File: config.mk
export PLATFORM = sky130hd
export DESIGN_NAME = nco_sched
export DESIGN_NICKNAME = d
export VERILOG_FILES = /design/src/rtl/nco_sched.sv
export SDC_FILE = /design/constraint.sdc
export NUM_CORES = 1
export LEC_CHECK = 0
export ABC_AREA = 1
export BUFFER_PORTS_ARGS = -buffer_cell sky130_fd_sc_hd__buf_4
export CORE_MARGIN = 2
export CORE_UTILIZATION = 28
export CTS_CLUSTER_SIZE = 28
export DETAILED_ROUTE_END_ITERATION = 8
export GPL_ROUTABILITY_DRIVEN = 1
export MAX_ROUTING_LAYER = met4
export PLACE_DENSITY_LB_ADDON = 0.1
export SYNTH_ARGS = -nofsm -noshare
export SYNTH_HDL_FRONTEND = slang
export SYNTH_SLANG_ARGS = --single-unit
File: constraint.sdc
create_clock -name clk -period 3.1 [get_ports clk]
set_input_delay 0.31 -clock clk [delete_from_list [all_inputs] [get_ports clk]]
set_output_delay 0.31 -clock clk [all_outputs]
set_load 0.01 [all_outputs]
File: src/rtl/nco_sched.sv
// nco_sched: time-multiplexed LFO controller sharing one cosine LUT across
// NUM_CH phase channels. Each tick runs one sweep: one LUT request per channel
// slot, then a drain while the last results return.
// Ports:
//   clk, rst        clock, asynchronous active-low reset
//   tick            sample strobe, starts a sweep when idle
//   en, freq        per-channel enable and frequency word
//   lut_phi         registered phase to the shared LUT
//   lut_wav         LUT sample, LUT_LAT cycles after its lut_phi
//   wav, wav_vld    per-channel held sample and one-cycle update strobe
//   busy, done      sweep in progress / last cycle of sweep
//   tick_miss       tick arrived while busy
module nco_sched #(
   parameter int unsigned NUM_CH     = 4,
   parameter int unsigned WIDTH      = 24,
   parameter int unsigned DEPTH      = 512,
   parameter int unsigned FREQ_WIDTH = 8,
   parameter int unsigned LUT_LAT    = 1,
   localparam int unsigned PHI_WIDTH = $clog2(DEPTH)
) (
   input  logic                       clk,
   input  logic                       rst,
   input  logic                       tick,
   input  logic [NUM_CH-1:0]          en,
   input  logic [NUM_CH*FREQ_WIDTH-1:0] freq,
   output logic [PHI_WIDTH-1:0]       lut_phi,
   input  logic [WIDTH-1:0]           lut_wav,
   output logic [NUM_CH*WIDTH-1:0]    wav,
   output logic [NUM_CH-1:0]          wav_vld,
   output logic                       busy,
   output logic                       done,
   output logic                       tick_miss
);

   localparam logic [1:0] S_IDLE  = 2'd0;
   localparam logic [1:0] S_SWEEP = 2'd1;
   localparam logic [1:0] S_DRAIN = 2'd2;

   localparam int unsigned CH_W     = (NUM_CH > 1) ? $clog2(NUM_CH) : 1;
   localparam int unsigned SLOT_MAX = (NUM_CH > LUT_LAT + 1) ? NUM_CH : LUT_LAT + 1;
   localparam int unsigned SLOT_W   = $clog2(SLOT_MAX + 1);

   logic [1:0]            state, state_nx;
   logic [SLOT_W-1:0]     slot, slot_nx;
   logic [CH_W-1:0]       ch_cur, ch_nxt;
   logic                  slot_en;

   logic [PHI_WIDTH-1:0]  phi    [NUM_CH];
   logic [FREQ_WIDTH-1:0] cnt    [NUM_CH];
   logic [FREQ_WIDTH-1:0] freq_r [NUM_CH];
   logic [FREQ_WIDTH-1:0] freq_a [NUM_CH];
   logic [WIDTH-1:0]      wav_r  [NUM_CH];

   logic [LUT_LAT-1:0]    pipe_vld;
   logic [CH_W-1:0]       pipe_ch [LUT_LAT];

   // Bus packing / unpacking
   for (genvar g = 0; g < NUM_CH; g++) begin : g_pack
      assign freq_a[g]                 = freq[g*FREQ_WIDTH +: FREQ_WIDTH];
      assign wav[g*WIDTH +: WIDTH]     = wav_r[g];
   end

   assign ch_cur = CH_W'(slot);
   assign ch_nxt = CH_W'(slot_nx);

   // State register
   always_ff @(posedge clk or negedge rst) begin
      if (!rst) begin
         state <= S_IDLE;
         slot  <= '0;
      end else begin
         state <= state_nx;
         slot  <= slot_nx;
      end
   end

   // Next-state: slot counter walks channels in SWEEP, then LUT_LAT+1 drain cycles
   always_comb begin
      state_nx = state;
      slot_nx  = slot;
      case (state)
         S_IDLE: begin
            if (tick) begin
               state_nx = S_SWEEP;
               slot_nx  = '0;
            end
         end
         S_SWEEP: begin
            if (slot == SLOT_W'(NUM_CH - 1)) begin
               state_nx = S_DRAIN;
               slot_nx  = '0;
            end else begin
               slot_nx = slot + SLOT_W'(1);
            end
         end
         S_DRAIN: begin
            if (slot == SLOT_W'(LUT_LAT)) begin
               state_nx = S_IDLE;
               slot_nx  = '0;
            end else begin
               slot_nx = slot + SLOT_W'(1);
            end
         end
         default: begin
            state_nx = S_IDLE;
            slot_nx  = '0;
         end
      endcase
   end

   // Datapath: slot open/close, channel accumulators, capture pipeline
   always_ff @(posedge clk or negedge rst) begin
      if (!rst) begin
         lut_phi   <= '0;
         slot_en   <= 1'b0;
         wav_vld   <= '0;
         busy      <= 1'b0;
         done      <= 1'b0;
         tick_miss <= 1'b0;
         pipe_vld  <= '0;
         for (int i = 0; i < int'(LUT_LAT); i++) pipe_ch[i] <= '0;
         for (int i = 0; i < int'(NUM_CH); i++) begin
            phi[i]    <= '0;
            cnt[i]    <= '0;
            freq_r[i] <= '0;
            wav_r[i]  <= '0;
         end
      end else begin
         wav_vld   <= '0;
         tick_miss <= tick && (state != S_IDLE);
         busy      <= (state_nx != S_IDLE);
         done      <= (state_nx == S_DRAIN) && (slot_nx == SLOT_W'(LUT_LAT));

         // Opening a slot: en for that channel is latched here and governs the whole slot
         if (state_nx == S_SWEEP) begin
            slot_en <= en[ch_nxt];
            lut_phi <= en[ch_nxt] ? phi[ch_nxt] : '0;
         end

         // Closing a slot: advance or clear the channel's divider/phase
         if (state == S_SWEEP) begin
            if (slot_en) begin
               if (cnt[ch_cur] == freq_r[ch_cur]) begin
                  cnt[ch_cur]    <= '0;
                  freq_r[ch_cur] <= ~freq_a[ch_cur];
                  phi[ch_cur]    <= (phi[ch_cur] == PHI_WIDTH'(DEPTH - 1)) ? '0
                                    : phi[ch_cur] + PHI_WIDTH'(1);
               end else begin
                  cnt[ch_cur] <= cnt[ch_cur] + FREQ_WIDTH'(1);
               end
            end else begin
               cnt[ch_cur]    <= '0;
               freq_r[ch_cur] <= '0;
               phi[ch_cur]    <= '0;
            end
         end

         // Request tag pipeline: stage LUT_LAT-1 lines up with the returning lut_wav
         pipe_vld[0] <= (state == S_SWEEP) && slot_en;
         pipe_ch[0]  <= ch_cur;
         for (int i = 1; i < int'(LUT_LAT); i++) begin
            pipe_vld[i] <= pipe_vld[i-1];
            pipe_ch[i]  <= pipe_ch[i-1];
         end

         if (pipe_vld[LUT_LAT-1]) begin
            wav_r[pipe_ch[LUT_LAT-1]]   <= lut_wav;
            wav_vld[pipe_ch[LUT_LAT-1]] <= 1'b1;
         end
      end
   end

endmodule

* Yosys cells after proc, flatten, opt, wreduce, memory -nomap -nowiden
Cells that the tools add are included.
Operators by class: add/subtract/negate cells 3, magnitude comparators 8, equal/unequal tests 10, multiplexer cells 46, bitwise logic cells 9, reductions and logical operators 10
Operators by type and width (count):
- $mux 32 | 4
- $bwmux 96 | 1
- $mux 36 | 2
- $and 32x32->32 | 2
- $bwmux 32 | 2
- $mux 9 | 7
- $mux 8 | 7
- $bmux 8 s2 | 3
- $demux 24 s2 | 1
- $and 36x36->36 | 1
- $bmux 9 s2 | 2
- $bwmux 36 | 1
- $not 36->36 | 1
- $not 32->32 | 1
- $mux 24 | 1
- $demux 9 s2 | 1
- $demux 8 s2 | 1
- $add 9x1->9 const B | 1
- $eq 9x9->1 const B | 1
- $ge 3x3->1 const B | 3
- $mux 3 | 3
- $not 2->3 | 3
- $pmux 3 s3 | 1
- $add 8x1->8 const B | 1
- other kinds (21) | 35
Storage, ports and cells: bits in registers 221, input port bits 63, output and inout bits 112, word-level logic and storage cells 112

* Depth between registers and ports, before layout
Gate-level depths: netlist of the first run.
word-level depth 9, depth in mapped cells 19, gate-level depth less buffers 16

* Least setup slack after synthesis of the first run
OpenSTA, ideal clock, no wires.
kind flip-flop to flip-flop, start register slot[0], end register lut_phi[3], setup time 83 ps, arrival time 2856 ps, data required time 3017 ps, setup slack 161 ps, cell stages (with the launch flop) 17, path buffers 8, clock period less this slack 2939 ps, path through dfrtp_1 -> buf_4 -> inv_4 -> buf_4 -> buf_2 -> buf_2 -> buf_2 -> buf_2 -> ha_1 -> clkbuf_1 -> o211ai_1 -> nand3_1 -> clkbuf_1 -> o21ai_0 -> a21oi_1 -> a21oi_1 -> o21ai_0
Between the ends: cells in the longest elaborated chain, start to end 8, elaborated cells between the ends (all ways) 18, those cells by class add/sub: 1; eq/ne: 3; mux: 13; bitwise: 1
RTL lines:
- from (decl) | line 44 | logic [SLOT_W-1:0] slot, slot_nx;
- from (signal assigned) | line 73 | slot <= slot_nx;
- $add 3x1->3 (tied with other cells) | line 93, 101
- $mux 3, on equally long branches | line 97, 89
- $pmux 3 s3 * | line 81 | case (state)
- via slot_nx[1] | line 44
- $not 2->3 (not written as such) | line 137 | lut_phi <= en[ch_nxt] ? phi[ch_nxt] : '0;
- $bmux 9 s2 | line 137
- $mux 9 (not written as such) (2 in a row) | line 137
- $mux 9 * | line 137
- to (signal assigned) | line 137
- to (decl) | line 26 | output logic [PHI_WIDTH-1:0] lut_phi,
Mark *: on every way through the listed nets, which the timed path passes. The rest lies on a longest branch. The select of a mux whose other input is x is not followed. A chain may end at the register's enable or synchronous reset.

* Worst setup path in the final report of the first run
start register slot[1], end register phi[15] (netlist bit)
Between the ends: cells in the longest elaborated chain, start to end 9, elaborated cells between the ends (all ways) 26, those cells by class add/sub: 1; order compare: 2; eq/ne: 3; mux: 15; bitwise: 3; reduce/logical: 2
RTL lines:
- $not 2->3 *
- $bmux 9 s2 | line 146, 147
- $mux 9 (not written as such) (2 in a row) | line 146, 147
- $add 9x1->9 / $eq 9x9->1 (equally long branches) | line 147, 146
- $mux 9 | line 146 | phi[ch_cur] <= (phi[ch_cur] == PHI_WIDTH'(DEPTH - 1)) ? '0
- $bwmux 36 | line 146
- $mux 36 | line 143 | if (cnt[ch_cur] == freq_r[ch_cur]) begin
- $mux 36 | line 142 | if (slot_en) begin
- to (signal, indexed assignment) | line 146
- to (decl) | line 48 | logic [PHI_WIDTH-1:0] phi [NUM_CH];
Mark *: on every way between the ends. The rest lies on a longest branch, timed or not. The select of a mux whose other input is x is not followed.

==> impl_metrics.py, run 1 <==
metrics = {
    "run_status": {
        "status": "finished, final reports clean",
    },
    "power_and_ir_drop": {
        "p_clk_share_pct": 18.0,
        "combinationalPowerShare_pct": 52.0,
        "leakage_nw": 7.33,
        "p_per_area_nw_per_um2": 1190,
        "switching_power_mw": 7.70,
        "seqPwrFrac_pct": 30.0,
        "p_sw_share_pct": 46.1,
        "peakVddDrop_uv": 466,
        "internal_power_mw": 9.01,
        "power_mw": 16.7,
    },
    "logic_synthesis": {
        "syn-instance-count": 1545,
        "synth-edff-count": 0,
        "synthArstFlopShare_pct": 100,
        "ys_ff_latch": 221,
        "synth_area_leaders": "dfrtp_1, nand2_1, o21ai_0",
        "seq_area_frac_synth_pct": 48.8,
        "yosysUniqueCellTypes": 32,
        "synthMostInstantiatedCell": "nand2_1",
        "synth_common_cells": "nand2_1, dfrtp_1, o21ai_0",
        "synthFlopType": "dfrtp_1",
        "synth.top_cell.area_share_pct": 48.8,
        "syn_area_per_cell_um2": 7.33,
        "synthesis.area_um2": 11300,
        "synth_fp_nets": 1618,
        "yosysTopAreaCell": "dfrtp_1",
        "ys_warn_count": 0,
    },
    "clock_network": {
        "cts_tree": "built",
        "clockRootBuffer": "clkbuf_16",
        "path_clk_slew_ps": 60,
        "postCtsSetupBuffers": 0,
        "cts_buffers": 26,
        "cts.path.max_buffers": 3,
        "cts_sinks": 221,
        "clock_latency_ps": 550,
        "htree_levels": 1,
    },
    "flow_run": {
        "maxCapViolCount": 0,
    },
    "global_routing": {
        "grtUsageTotal_pct": 17.9,
        "grt_antenna_before_repair": 0,
        "grt_pass1_vias": 9993,
        "overflow": 0,
        "grt_max_degree": 79,
        "grt_pass1_wl_um": 58500,
    },
    "layout": {
        "final_util_pct": 35.4,
        "multi_input_area_um2": 5040,
        "nets": 1785,
        "diodes": 0,
        "drive_gt1_share_pct": 16.0,
        "synthToLayoutAreaGrowth_pct": 24.4,
        "nFillCells": 4281,
        "regArea_um2": 5530,
    },
    "critical_path": {
        "crit_path_max_incr_delay_ps": 370,
        "cpMaxStageDelayCell": "dfrtp_2",
        "cp_top_family": "simple AND/OR/NAND/NOR gates",
        "r2r_slack_ps": 310,
        "worstSetupPathType": "reg2reg",
        "worstPathCellList": "clkinv_1 -> a21oi_1 -> o21ai_0 -> nand2_1 -> ha_1 -> inv_1 -> nor2_1 -> nand4_1 -> nor2_1 -> ha_1 -> nor2_1 -> buf_4 -> and3_1 -> nand2_1 -> o21ai_0",
        "arrival_ps": 3200,
        "endpoint_kind": "register",
        "critPathMostFrequentCell": "nor2_1",
        "worst_setup_path_start_kind": "register",
        "cp_max_fo": 7,
        "critPathRequiredTime_ps": 3510,
        "critPathBufInv": 3,
    },
    "routing": {
        "wl_um": 36800,
        "vias": 10500,
        "detail_route.wl_per_cell_um": 16.3,
        "drt_pass1_iterations": 5,
        "drc": 0,
        "drtAntennaViolNets": 0,
        "drtIter0Drc": 724,
        "routed_via_density": 4.66,
    },
    "die": {
        "dieArea_um2": 42100,
        "ios": 175,
        "die_h_um": 205,
        "core_um2": 39800,
        "die_w_um": 205,
        "fp-row-count": 73,
        "start_util_pct": 28.4,
    },
    "sta": {
        "min_period_ps": 2790,
        "report.final.hold_viol_count": 0,
        "fmax_mhz": 358,
        "drv_slew": 0,
        "setup_viol": 0,
        "period_share_pct": 90.1,
        "setup_tns_ps": 0,
        "relSlewSlack_pct": 55.2,
        "rsz0062_at_grt": "no",
        "tightest_slew_ps": 673,
        "fin_skew_ps": 12.6,
    },
    "placement": {
        "port_buffers": 174,
        "hpwlAfterDp_um": 26000,
        "gp_congestion": 0.911,
    },
    "worst_hold_path": {
        "hold_class": "in2reg",
    },
}
routing by layer:
layer | track usage, % | share of wire (%) | routed length (µm)
met5 | - | 0 | 0
met4 | 4.01 | 2.0 | 743
met3 | 2.13 | 4.7 | 1710
met2 | 27.8 | 45 | 16500
met1 | 25.1 | 49 | 17900
state kept, by name, indices dropped and copies added (netlist names):
name,cells
cnt,32
busy,1
pipe_vld,1
freq_r,32
slot,3
pipe_ch,2
wav,96
tick_miss,1
phi,36
lut_phi,9
done,1
wav_vld,4
state,2
slot_en,1
cell type report:
type / instances / share of cell area [%]
sequential: 221 / 39.2
multi-input combinational: 1151 / 35.8
timing repair buffer: 216 / 11.9
clock buffer: 37 / 5.26
tap: 525 / 4.66
inverter: 96 / 2.59
clock inverter: 9 / 0.621
per-stage QoR:
step | worst slack, ps | instance area, µm² | cells | hold WS [ps]
after global routing | 3.59 | 14100 | 2255 | 48.2
after detailed placement | 273 | 13300 | 2208 | 351
final | 308 | 14100 | 2255 | 40.1
after CTS | 216 | 14100 | 2255 | 11.9
after global placement | 208 | 13300 | 2208 | 361
after floorplan | 161 | 11300 | 1545 | 14.4
cell families (layout without fill, tap and decap cells):
| group | count (synthesis) | in the layout | share of synthesized area (%) |
|---|---|---|---|
| buffers and inverters | 173 | 358 | 6.73 |
| XOR/XNOR | 1 | 1 | 0.0773 |
| adder cells (fa/ha/maj) | 10 | 10 | 1.10 |
| AND/OR/NAND/NOR | 903 | 903 | 32.4 |
| flip-flops | 221 | 221 | 48.8 |
| AO/OA/AOI/OAI | 237 | 237 | 10.9 |
worst min-delay path, stage by stage:
cell    delay (ps)
buf_4          120
inv_1           60
nor2_1          50
layout by cell type, fill, tap and decap left out, types with 13 or more instances in the layout:
cell       count
clkbuf_16     26
nand2_1      683
buf_4        210
dfrtp_1      219
nand4_1       13
nor2_1        66
inv_1         91
nand3_1      106
a21oi_1       46
o21ai_0      172
path summary, 6_finish.rpt:
check	start	end	depth (start not counted)
min	tick	tick_miss$_DFF_PN0_	3
max reg2reg	slot[1]$_DFF_PN0_	phi[15]$_DFFE_PN0P_	15
max	slot[1]$_DFF_PN0_	phi[15]$_DFFE_PN0P_	15
min reg2reg	freq_r[9]$_DFFE_PN0P_	freq_r[9]$_DFFE_PN0P_	2
min in group asynchronous	rst	wav[0]$_DFFE_PN0P_	2
max in group asynchronous	rst	wav[79]$_DFFE_PN0P_	3
power by group through the flow:
stage | Clock, mW | Sequential, mW | Combinational, mW
after floorplan | 0 | 5.18 | 5.19
after global placement | 0 | 5.04 | 8.72
after detailed placement | 0 | 5.05 | 8.77
after CTS | 3.12 | 5.01 | 8.80
after global routing | 3.22 | 5.17 | 9.86
final | 3.01 | 5.01 | 8.69
what timing repair did:
| item | in CTS | in global routing |
|---|---|---|
| endpoints found under the setup margin | 0 | 5 |
| hold endpoints to repair | 74 | 0 |
| gates resized for setup | 0 | 2 |
| hold buffers | 1 | 0 |
Power figures use the tool's default switching activity.
==> run 2: changes to the inputs <==
HOLD_SLACK_MARGIN = 0.1   (was unset)
RECOVER_POWER = 50   (was unset)
==> run 2 against run 1 <==
  * The run now ends with max-capacitance violations, max-slew violations left
  * Critical path depth up 1
  * Non-clock buffer count rose by 25
  * Cell count grew 1.1%
  * Core utilization up 0.13 points
  * Sequential share of layout area down 0.15 points
  * Die area did not move
  * Clock skew grew 0.55 ps
  * Total power down 0.98%
  * Routed wire length increased by 0.77%
  * Via count grew 0.66%
  * Combinational power fell by 2%
  * Critical endpoint unchanged
==> impl_metrics.py, run 2 (synthesis results as in run 1) <==
metrics = {
    "run_status": {
        "status": "finished, violations left",
        "violations": "max-capacitance violations, max-slew violations",
    },
    "clock_network": {
        "cts.path.max_buffers": 3,
        "clockRootBuffer": "clkbuf_16",
        "htree_levels": 1,
        "cts_buffers": 26,
        "cts_tree": "built",
        "clock_latency_ps": 550,
        "path_clk_slew_ps": 60,
        "cts_sinks": 221,
    },
    "sta": {
        "fin_skew_ps": 13.2,
        "setup_tns_ps": 0,
        "report.final.hold_viol_count": 0,
        "relSlewSlack_pct": -43.8,
        "fin_hold_ws_ps": 274,
        "tightest_slew_ps": 2160,
        "min_period_ps": 2900,
        "setup_viol": 0,
        "drv_slew": 78,
        "worst_slack_ps": 203,
        "rsz0062_at_grt": "no",
        "fmax_mhz": 345,
        "period_share_pct": 93.5,
    },
    "critical_path": {
        "worstPathCellList": "buf_12 -> nand2_1 -> nand3_1 -> nand2_1 -> inv_1 -> ha_1 -> inv_1 -> nor2_1 -> nand4_1 -> nor2_1 -> ha_1 -> nor2_1 -> buf_4 -> and3_1 -> nand2_1 -> o21ai_0",
        "cpMaxStageDelayCell": "dfrtp_1",
        "worst_setup_path_start_kind": "register",
        "startpoint": "slot[0]$_DFF_PN0_",
        "r2r_slack_ps": 200,
        "critPathRequiredTime_ps": 3510,
        "critPathBufInv": 4,
        "timing.rr.start": "slot[0]$_DFF_PN0_",
        "arrival_ps": 3310,
        "cp_top_family": "simple AND/OR/NAND/NOR gates",
        "timing.rr.end": "phi[15]$_DFFE_PN0P_",
        "reg2reg_depth": 16,
        "cp_max_fo": 42,
        "crit_path_max_incr_delay_ps": 470,
        "endpoint": "phi[15]$_DFFE_PN0P_",
        "worst-path-stages": 16,
        "worstSetupPathType": "reg2reg",
        "endpoint_kind": "register",
    },
    "power_and_ir_drop": {
        "leakage_nw": 7.25,
        "p_per_area_nw_per_um2": 1170,
        "peakVddDrop_uv": 466,
    },
    "global_routing": {
        "grt_pass1_vias": 10100,
        "grt_antenna_before_repair": 0,
        "grtUsageTotal_pct": 18.0,
        "grt_pass1_wl_um": 58900,
        "overflow": 0,
        "grt_max_degree": 79,
    },
    "layout": {
        "final_util_pct": 35.5,
        "nFillCells": 4310,
        "mostFrequentLayoutCells": "nand2_1, dfrtp_1, o21ai_0",
        "diodes": 0,
        "instances_no_fill": 2280,
        "synthToLayoutAreaGrowth_pct": 24.9,
        "mostFrequentLayoutCell": "nand2_1",
        "drive_gt1_share_pct": 13.0,
        "nets": 1810,
        "largest_reg_flops": 96,
    },
    "routing": {
        "drtAntennaViolNets": 0,
        "drt_pass1_iterations": 5,
        "drtIter0Drc": 716,
        "vias": 10600,
        "wl_um": 37100,
        "routed_via_density": 4.64,
        "detail_route.wl_per_cell_um": 16.3,
        "drc": 0,
    },
    "placement": {
        "hpwlAfterDp_um": 26000,
        "gp_congestion": 0.911,
        "port_buffers": 174,
        "place_inst": 2208,
        "preCtsSetupSlack_ps": 273,
    },
    "worst_hold_path": {
        "hold_class": "in2reg",
    },
    "die": {
        "fp-row-count": 73,
        "die_h_um": 205,
        "ios": 175,
        "die_w_um": 205,
        "core_um2": 39800,
        "dieArea_um2": 42100,
        "start_util_pct": 28.4,
    },
    "flow_run": {
        "maxCapViolCount": 1,
    },
}
-- run 2: cell types whose count changed in the layout (fill, tap and decap cells not counted), sizes merged --
cell / change
clkbuf: +48
buf: -48
dlygate4sd3: +25
-- run 2: routing by layer --
layer | GRT usage, % | part of all wire, % | vias up | wire, µm
met3 | 2.10 | 5.1 | 50 | 1900
met1 | 25.2 | 48 | 4921 | 17800
li1 | - | - | 5317 | -
met4 | 4.01 | 2.0 | 0 | 743
met2 | 28.1 | 45 | 286 | 16600
met5 | - | 0 | - | 0
-- run 2: area by class of cell --
type	count	area (µm²)	share of cell area (%)
Tap cell	525	657	4.64
Sequential cell	221	5530	39.1
Multi-Input combinational cell	1151	5040	35.6
Inverter	96	365	2.58
Clock inverter	9	87.6	0.619
Clock buffer	37	742	5.24
Timing Repair Buffer	241	1730	12.2
-- run 2: worst min path at each step --
stage               startpoint                      to  slack [ps]  depth (start not counted)
finish                 freq[6]  freq_r[22]$_DFFE_PN0P_         270                          6
global route           freq[1]   freq_r[9]$_DFFE_PN0P_         330                          6
CTS                    freq[7]  freq_r[31]$_DFFE_PN0P_         270                          6
detailed placement         rst     wav[24]$_DFFE_PN0P_         350                          1
global placement           rst     wav[24]$_DFFE_PN0P_         360                          1
floorplan                  rst          busy$_DFF_PN0_          10                          0
-- run 2: stage by stage --
stage / power, mW / instance area, µm²
6_report: 16.5 / 14100
3_5_place_dp: 13.8 / 13300
4_1_cts: 17.0 / 14300
5_1_grt: 18.1 / 14100
3_3_place_gp: 13.8 / 13300
2_1_floorplan: 10.4 / 11300
-- run 2: what timing repair did --
| item | in CTS | in global routing |
|---|---|---|
| endpoints found under the setup margin | 0 | 5 |
| hold buffers | 26 | 0 |
| resized for setup | 0 | 2 |
| buffers inserted | 0 | 0 |
| endpoints found under the hold margin | 162 | 0 |
-- run 2: power breakdown --
group | internal, mW | switching (mW) | leakage, nW | total [mW]
clock | 1.74 | 1.27 | 0.408 | 3.01
combinational | 2.87 | 5.65 | 4.13 | 8.53
sequential | 4.21 | 0.793 | 2.71 | 5.00
total | 8.83 | 7.72 | 7.25 | 16.5
-- run 2: worst min-delay path: stages --
cell,delay (ps)
buf_4,80
nand2_1,40
a22oi_1,130
nor2_1,100
nand2_1,70
nand2_1,40
